**src/rtl/ec_gf_pkg.sv**
```systemverilog
// Shared GF(2^7) constants and types for the inverter and the point adder.
package ec_gf_pkg;

  localparam int unsigned FIELD_W    = 7;
  localparam logic [7:0]  FIELD_POLY = 8'h83;

  // Point vector layout {y, x} as seen by the point adder
  localparam int unsigned POINT_W  = 2 * FIELD_W;
  localparam int unsigned PT_X_LSB = 0;
  localparam int unsigned PT_Y_LSB = FIELD_W;

  typedef enum logic [2:0] {
    INV_IDLE,
    INV_SQ,
    INV_MUL,
    INV_FSQ,
    INV_DONE
  } inv_state_e;

  localparam logic [2:0] STEP_LAST = 3'd4;

endpackage

```
**src/rtl/Mastrovito7.sv**
```systemverilog
// Combinational GF(2^7) multiplier, reduction polynomial x^7+x+1 hard-wired.
module Mastrovito7 (
  input  logic [6:0] a,
  input  logic [6:0] b,
  output logic [6:0] p
);

  logic [6:0] acc;
  logic [6:0] col;

  // col walks the Mastrovito matrix columns a*x^j mod f(x)
  always_comb begin
    acc = '0;
    col = a;
    for (int unsigned j = 0; j < 7; j++) begin
      if (b[j]) acc = acc ^ col;
      col = {col[5:0], 1'b0} ^ (col[6] ? 7'h03 : 7'h00);
    end
    p = acc;
  end

endmodule

```
**src/rtl/gf7_inverter_seq.sv**
```systemverilog
// Sequential GF(2^7) inverter: a^-1 = a^126 via an Itoh-Tsujii chain on one
// time-shared multiplier, with start/done handshake toward the point adder.
module gf7_inverter_seq
  import ec_gf_pkg::*;
#(
  parameter int unsigned FIELD_W    = ec_gf_pkg::FIELD_W,
  parameter logic [7:0]  FIELD_POLY = ec_gf_pkg::FIELD_POLY
) (
  input  logic               clk,
  input  logic               reset_n,
  input  logic               start,
  input  logic [FIELD_W-1:0] a_in,
  output logic               busy,
  output logic               done,
  output logic [FIELD_W-1:0] inv_out,
  output logic               zero_div
);

  if (FIELD_W != 7 || FIELD_POLY != 8'h83) begin : g_bad_cfg
    $error("gf7_inverter_seq supports only FIELD_W=7, FIELD_POLY=8'h83");
  end

  inv_state_e         state;
  logic [FIELD_W-1:0] a_reg;
  logic [FIELD_W-1:0] r;
  logic [FIELD_W-1:0] t;
  logic [2:0]         step;
  logic [FIELD_W-1:0] op_a;
  logic [FIELD_W-1:0] op_b;
  logic [FIELD_W-1:0] prod;
  logic               accept;

  // Square cycles (SQ, FSQ) feed (r, r); multiply cycles feed (t, a_reg)
  always_comb begin
    op_a = (state == INV_MUL) ? t     : r;
    op_b = (state == INV_MUL) ? a_reg : r;
  end

  Mastrovito7 u_mul (
    .a (op_a),
    .b (op_b),
    .p (prod)
  );

  assign accept = start && (state == INV_IDLE || state == INV_DONE);
  assign busy   = (state == INV_SQ) || (state == INV_MUL) || (state == INV_FSQ);
  assign done   = (state == INV_DONE);

  always_ff @(posedge clk) begin
    if (!reset_n) begin
      state    <= INV_IDLE;
      a_reg    <= '0;
      r        <= '0;
      t        <= '0;
      step     <= '0;
      inv_out  <= '0;
      zero_div <= 1'b0;
    end else begin
      case (state)
        INV_IDLE, INV_DONE: begin
          if (accept) begin
            a_reg <= a_in;
            r     <= a_in;
            step  <= '0;
            state <= INV_SQ;
          end else begin
            state <= INV_IDLE;
          end
        end
        INV_SQ: begin
          t     <= prod;
          state <= INV_MUL;
        end
        INV_MUL: begin
          r <= prod;
          if (step == STEP_LAST) begin
            state <= INV_FSQ;
          end else begin
            step  <= step + 3'd1;
            state <= INV_SQ;
          end
        end
        INV_FSQ: begin
          inv_out  <= prod;
          zero_div <= (a_reg == '0);
          state    <= INV_DONE;
        end
        default: state <= INV_IDLE;
      endcase
    end
  end

endmodule

```
**config.mk**
```make
export PLATFORM = sky130hd
export DESIGN_NAME = gf7_inverter_seq
export DESIGN_NICKNAME = d
export VERILOG_FILES = /design/src/rtl/ec_gf_pkg.sv /design/src/rtl/Mastrovito7.sv /design/src/rtl/gf7_inverter_seq.sv
export SDC_FILE = /design/constraint.sdc
export NUM_CORES = 1
export LEC_CHECK = 0
export BUFFER_PORTS_ARGS = -buffer_cell sky130_fd_sc_hd__clkbuf_2
export CAP_MARGIN = 15
export CORE_MARGIN = 2
export CORE_UTILIZATION = 51
export CTS_CLUSTER_DIAMETER = 120
export DETAILED_ROUTE_END_ITERATION = 6
export PLACE_DENSITY = 0.66
export SYNTH_ARGS = -nofsm -noshare
export SYNTH_HDL_FRONTEND = slang
export SYNTH_SLANG_ARGS = --single-unit
```
**constraint.sdc**
```tcl
create_clock -name clk -period 6.7 [get_ports clk]
set_clock_uncertainty 0.15 [all_clocks]
set_input_delay 0.335 -clock clk [delete_from_list [all_inputs] [get_ports clk]]
set_output_delay 0.335 -clock clk [all_outputs]
set_load 0.05 [all_outputs]
```
# Word level (Yosys, flattened, before mapping)
# Index checks and enable logic that the tools add are counted.
dict set report word_totals {
  reg_bits 35
  inputBits 10
  out_inout_bits 10
  elab_cells 61
}
dict set report classes {
  addsub 1
  n_eq_ne 7
  muxes 23
  n_bitwise 12
  n_reduce_logical 11
}
# cell n
set op_table {}
lappend op_table {{$xor 7x7->7} 12}
lappend op_table {{$mux 7} 10}
lappend op_table {{$mux 2} 7}
lappend op_table {{$pmux 7 s2} 1}
lappend op_table {{$pmux 3 s4} 1}
lappend op_table {{$logic_not 7->1} 1}
lappend op_table {{$eq 3x2->1 const B} 2}
lappend op_table {{$eq 3x3->1 const B} 2}
lappend op_table {{$mux 3} 2}
lappend op_table {{$pmux 3 s2} 1}
lappend op_table {{$ne 2x2->1 const B} 2}
lappend op_table {{$reduce_and 2->1} 2}
lappend op_table {{$add 3x1->3 const B} 1}
lappend op_table {{$eq 3x1->1 const B} 1}
lappend op_table {{$logic_not 3->1} 1}
lappend op_table {{$logic_or 1x1->1} 3}
lappend op_table {{$reduce_and 3->1} 1}
lappend op_table {{$reduce_bool 2->1} 1}
lappend op_table {{$reduce_or 2->1} 1}
lappend op_table {{$logic_and 1x1->1} 1}
lappend op_table {{$mux 1} 1}

# Logic depth before layout (Yosys ltp)
dict set report depth {
  ltp_word 17
  depth_mapped 11
  mapped_depth_nobuf 7
}

# Hierarchy
# From an unflattened synthesis, not the netlist that was laid out.
dict set report hier_totals {
  cells_unflattened 309
  area_unflattened_um2 2356.0
}
# mod n_inst cells_each area_each_um2 seq_area_each_um2
set modules_own_cells {}
lappend modules_own_cells {gf7_inverter_seq 1 191 1527.7 700.7}
lappend modules_own_cells {Mastrovito7 1 118 828.3 0.0}

# Least setup slack after synthesis
# OpenSTA, ideal clock, no wires.
dict set report synth_timing {
  kind {reg2reg}
  from {reg state[1]}
  to {reg r[4]}
  setup_time_ns 0.131
  arrival_time_ns 2.272
  required_time_ns 6.419
  slack_ns 4.148
  stages_incl_launch_ff 11
  path_buffers 3
  period_less_slack_ns 2.552
  path_cell_list {dfxtp_1 -> buf_4 -> or3b_1 -> buf_2 -> buf_6 -> mux2_4 -> a211o_1 -> a211o_1 -> a21o_1 -> a21oi_2 -> a311oi_2}
}
dict set report synth_between {
  elab_chain_cells 16
  elab_cells_between_ends 34
  cone_classes {eq/ne: 3; mux: 13; bitwise: 12; reduce/logical: 6}
}
# item line_no
set synth_rtl {}
lappend synth_rtl {{from (decl)} gf7_inverter_seq.sv:23} ;# inv_state_e state;
lappend synth_rtl {{from (signal assigned)} gf7_inverter_seq.sv:51} ;# state <= INV_IDLE;
lappend synth_rtl {{from (signal assigned)} gf7_inverter_seq.sv:65} ;# state <= INV_SQ;
lappend synth_rtl {{from (signal assigned)} gf7_inverter_seq.sv:67} ;# state <= INV_IDLE;
lappend synth_rtl {{$eq 3x2->1} {gf7_inverter_seq.sv:35, gf7_inverter_seq.sv:36, gf7_inverter_seq.sv:59}}
lappend synth_rtl {{$mux 7, on equally long branches} {gf7_inverter_seq.sv:35, gf7_inverter_seq.sv:36}}
lappend synth_rtl {{$mux 7 / $xor 7x7->7 (equally long branches)} {Mastrovito7.sv:16, Mastrovito7.sv:17}}
lappend synth_rtl {{$xor 7x7->7} Mastrovito7.sv:16} ;# if (b[j]) acc = acc ^ col;
lappend synth_rtl {{$mux 7} Mastrovito7.sv:16}
lappend synth_rtl {{$xor 7x7->7} Mastrovito7.sv:16}
lappend synth_rtl {{$mux 7} Mastrovito7.sv:16}
lappend synth_rtl {{$xor 7x7->7} Mastrovito7.sv:16}
lappend synth_rtl {{$mux 7} Mastrovito7.sv:16}
lappend synth_rtl {{$xor 7x7->7} Mastrovito7.sv:16}
lappend synth_rtl {{$mux 7} Mastrovito7.sv:16}
lappend synth_rtl {{$xor 7x7->7} Mastrovito7.sv:16}
lappend synth_rtl {{$mux 7} Mastrovito7.sv:16}
lappend synth_rtl {{$xor 7x7->7} Mastrovito7.sv:16}
lappend synth_rtl {{$mux 7} Mastrovito7.sv:16}
lappend synth_rtl {{$pmux 7 s2} gf7_inverter_seq.sv:59} ;# case (state)
lappend synth_rtl {{to (signal assigned)} gf7_inverter_seq.sv:63} ;# r <= a_in;
lappend synth_rtl {{to (signal assigned)} gf7_inverter_seq.sv:75} ;# r <= prod;
lappend synth_rtl {{to (decl)} gf7_inverter_seq.sv:25} ;# logic [FIELD_W-1:0] r;
# Several ways; a longest one is shown, not always the timed one.
# A chain may end at the register's enable or synchronous reset.

# Worst setup path in the final report
dict set report layout_timing {
  from {reg state[1]}
  to {reg r[2]}
}
dict set report layout_between {
  elab_chain_cells 16
  elab_cells_between_ends 36
  cone_classes {eq/ne: 3; mux: 15; bitwise: 12; reduce/logical: 6}
}
# item line_no
set layout_rtl {}
lappend layout_rtl {{$eq 3x2->1} {gf7_inverter_seq.sv:35, gf7_inverter_seq.sv:36, gf7_inverter_seq.sv:59}}
lappend layout_rtl {{$mux 7, on equally long branches} {gf7_inverter_seq.sv:35, gf7_inverter_seq.sv:36}}
lappend layout_rtl {{$mux 7 (tied with other cells)} Mastrovito7.sv:16}
lappend layout_rtl {{$xor 7x7->7, on equally long branches} {Mastrovito7.sv:16, Mastrovito7.sv:17}}
lappend layout_rtl {{$mux 7 / $xor 7x7->7 (equally long branches)} {Mastrovito7.sv:16, Mastrovito7.sv:17}}
lappend layout_rtl {{$xor 7x7->7} Mastrovito7.sv:16}
lappend layout_rtl {{$mux 7} Mastrovito7.sv:16}
lappend layout_rtl {{$xor 7x7->7} Mastrovito7.sv:16}
lappend layout_rtl {{$mux 7} Mastrovito7.sv:16}
lappend layout_rtl {{$xor 7x7->7} Mastrovito7.sv:16}
lappend layout_rtl {{$mux 7} Mastrovito7.sv:16}
lappend layout_rtl {{$xor 7x7->7} Mastrovito7.sv:16}
lappend layout_rtl {{$mux 7} Mastrovito7.sv:16}
lappend layout_rtl {{$xor 7x7->7} Mastrovito7.sv:16}
lappend layout_rtl {{$mux 7} Mastrovito7.sv:16}
lappend layout_rtl {{$pmux 7 s2} gf7_inverter_seq.sv:59}
# Several ways; a longest one is shown, not always the timed one.

==> run metrics <==
status=finished, final reports clean; Slew Limit Fails=0; Post-synth top flop=dfxtp_1; Hold Buf Count CTS=0; H-tree level count=2; worst hold path class=in -> reg; total negative setup slack=0 ps; Crit. End Element=register; non-filler cells, final=roughly 460; clock share of power=between 20% and 30%; most frequent cells in the layout=nand2_1 (58), dfxtp_1 (35), a21oi_1 (30); Area Growth Syn to Fin=4.95%; grt ovf=0; fmax=between 0.2 and 0.3 GHz; vias in the first global route=about 2600; Seq pwr share=43.4%; area of the multi-input gates=2080 µm²; area of the die=6480 µm²; Worst-Skew Late Latency=a little under 300 ps; Final Util=between 50% and 60%; CTS Buffer Depth=2; Peak VDD IR=~180 µV; Routed WL=~8 mm; cell area after placement=slightly above 3000 µm²; Net Sw Power=210 µW; Core Region=5570 µm²; cell count after synthesis=around 400; synthesis-stage register bit count=35; cts bufs inserted=5; diode count=0; initial antenna violation count=0; floorplan die width=just over 80 µm; maxcap violations=0; initial core utilization=between 50% and 60%; Post-CTS Resized=0; Unique masters post-synth=61; critical hold path startpoint=a_in[5]; final period utilization=about half; Synthesized Nets=401; largest net degree at the start of global routing=42; Worst slew margin=a little under half; final setup fails=0; Logic pwr share=around 28%; Yosys warnings=0; first-pass GRT wire length=13.4 mm; cell total after placement=447; Initial DRC Count=between 200 and 300; register area=approximately 700 µm²; DRC viols=0; FF-to-FF setup slack=~3200 ps; Syn Area/Cell=around 7.7 µm²; Pleak=about 0.0012 µW; drt wl/cell=17.9 µm; I/O pins=20; Design Area, Final=3130 µm²; Detail Route Antenna Nets=0; CTS root buffer=clkbuf_8; number of setup buffers added after CTS=0; WS Path Type=reg -> reg; GR Util All Layers=27.1%; worst r2r src=state[1]; Site Rows=27; port buffer count=19; Initial DRT Pass Iterations=6; RD Place Congestion=between 0.8 and 0.9; DP HPWL=5.73 mm; unrepaired setup endpoints after global routing=no; minimum clock period=between 3000 and 4000 ps; Critical Path RT=6760 ps; switch share=between 30% and 40%; Crit Path Max Fanout=between 40 and 50; synthesized area=between 2000 and 3000 µm²; DIE HEIGHT=80.5 µm; Slew @ Worst Pin=approximately 800 ps; asr flop ratio synth=0%; startpoint types=register; NumNets Final=395; clk sink count=35; CTS tree=yes; fill count=550; Arr. time, crit path=roughly 3500 ps; Int Power=383 µW; vias per inst=around 6.3; Post-synth EDFFs=0; Cell Pwr Density=~190 nW/µm²; CP startpoint=state[1]; commonest non-fill, non-tap cell in the layout=nand2_1; layout cells sized above 1=between 10% and 20%; routed via count=2887; register area share after synthesis=23.5%; Worst-path clk slew=around 80 ps; Hold Fails Final Rpt=0
==> final timing paths <==
check / endpoint / cells after the start
max reg2reg: r[2] / 8
min reg2reg: inv_out[3] / 2
max: r[2] / 8
min: a_reg[5] / 3
==> worst max-delay path: stages, from the launching register on <==
cell and delay (ps):
dfxtp_1 650, nor3b_4 260, buf_4 430, mux2i_1 540, a211o_1 180, xnor3_2 450, xnor2_2 330, xor2_1 140
a221oi_2 270
==> area by class of cell <==
cell class              count  area share, %
flip-flops and latches     35           22.4
well taps                  72           2.88
inverters                   8          0.959
clock buffers               7           3.08
clock inverters             1          0.240
multi-input cells         310           66.5
repair buffers             23           4.00
==> per-stage QoR <==
step | hold WS [ps] | setup slack, ps | total power, µW
2_1_floorplan | 311 | 4150 | 383
3_3_place_gp | 308 | 3210 | 419
3_5_place_dp | 319 | 3090 | 421
4_1_cts | 136 | 3060 | 594
5_1_grt | 166 | 3030 | 622
6_report | 146 | 3220 | 593
==> synth_stat cells (8+ instances only) <==
cell type   n  area, µm²
nor2_1     24       90.1
a21oi_1    30        150
clkbuf_1   22       82.6
a211oi_1   12       90.1
xnor2_1    17        149
nand3_1    19       95.1
xor2_1     16        140
o21ai_0    15       75.1
nand2b_1    8       50.1
nand2_1    58        218
dfxtp_1    35        701
mux2i_1    15        150
==> power by group through the flow <==
| stage | Clock [µW] | Sequential (µW) | Combinational [µW] |
|---|---|---|---|
| finish | 171 | 257 | 164 |
| global route | 183 | 259 | 181 |
| CTS | 177 | 255 | 161 |
| detailed placement | 0 | 260 | 160 |
| global placement | 0 | 260 | 159 |
| floorplan | 0 | 233 | 151 |
==> per-layer routing <==
layer	wire length, µm	track usage (%)
met5	0	0
met4	318	13.2
met3	541	3.48
met2	3460	38.6
met1	3870	39.8
==> kinds of logic (layout without fill, tap and decap cells) <==
logic type	count (synthesis)	after routing	synth area share (%)
simple gates	143	143	23.4
compound gates	104	104	24.0
buf+inv	44	39	6.75
xor+xnor	38	38	13.3
flops	35	35	23.5
mux	23	23	8.18
fa+ha+maj	2	2	0.839
(Power assumes the default switching activity.)
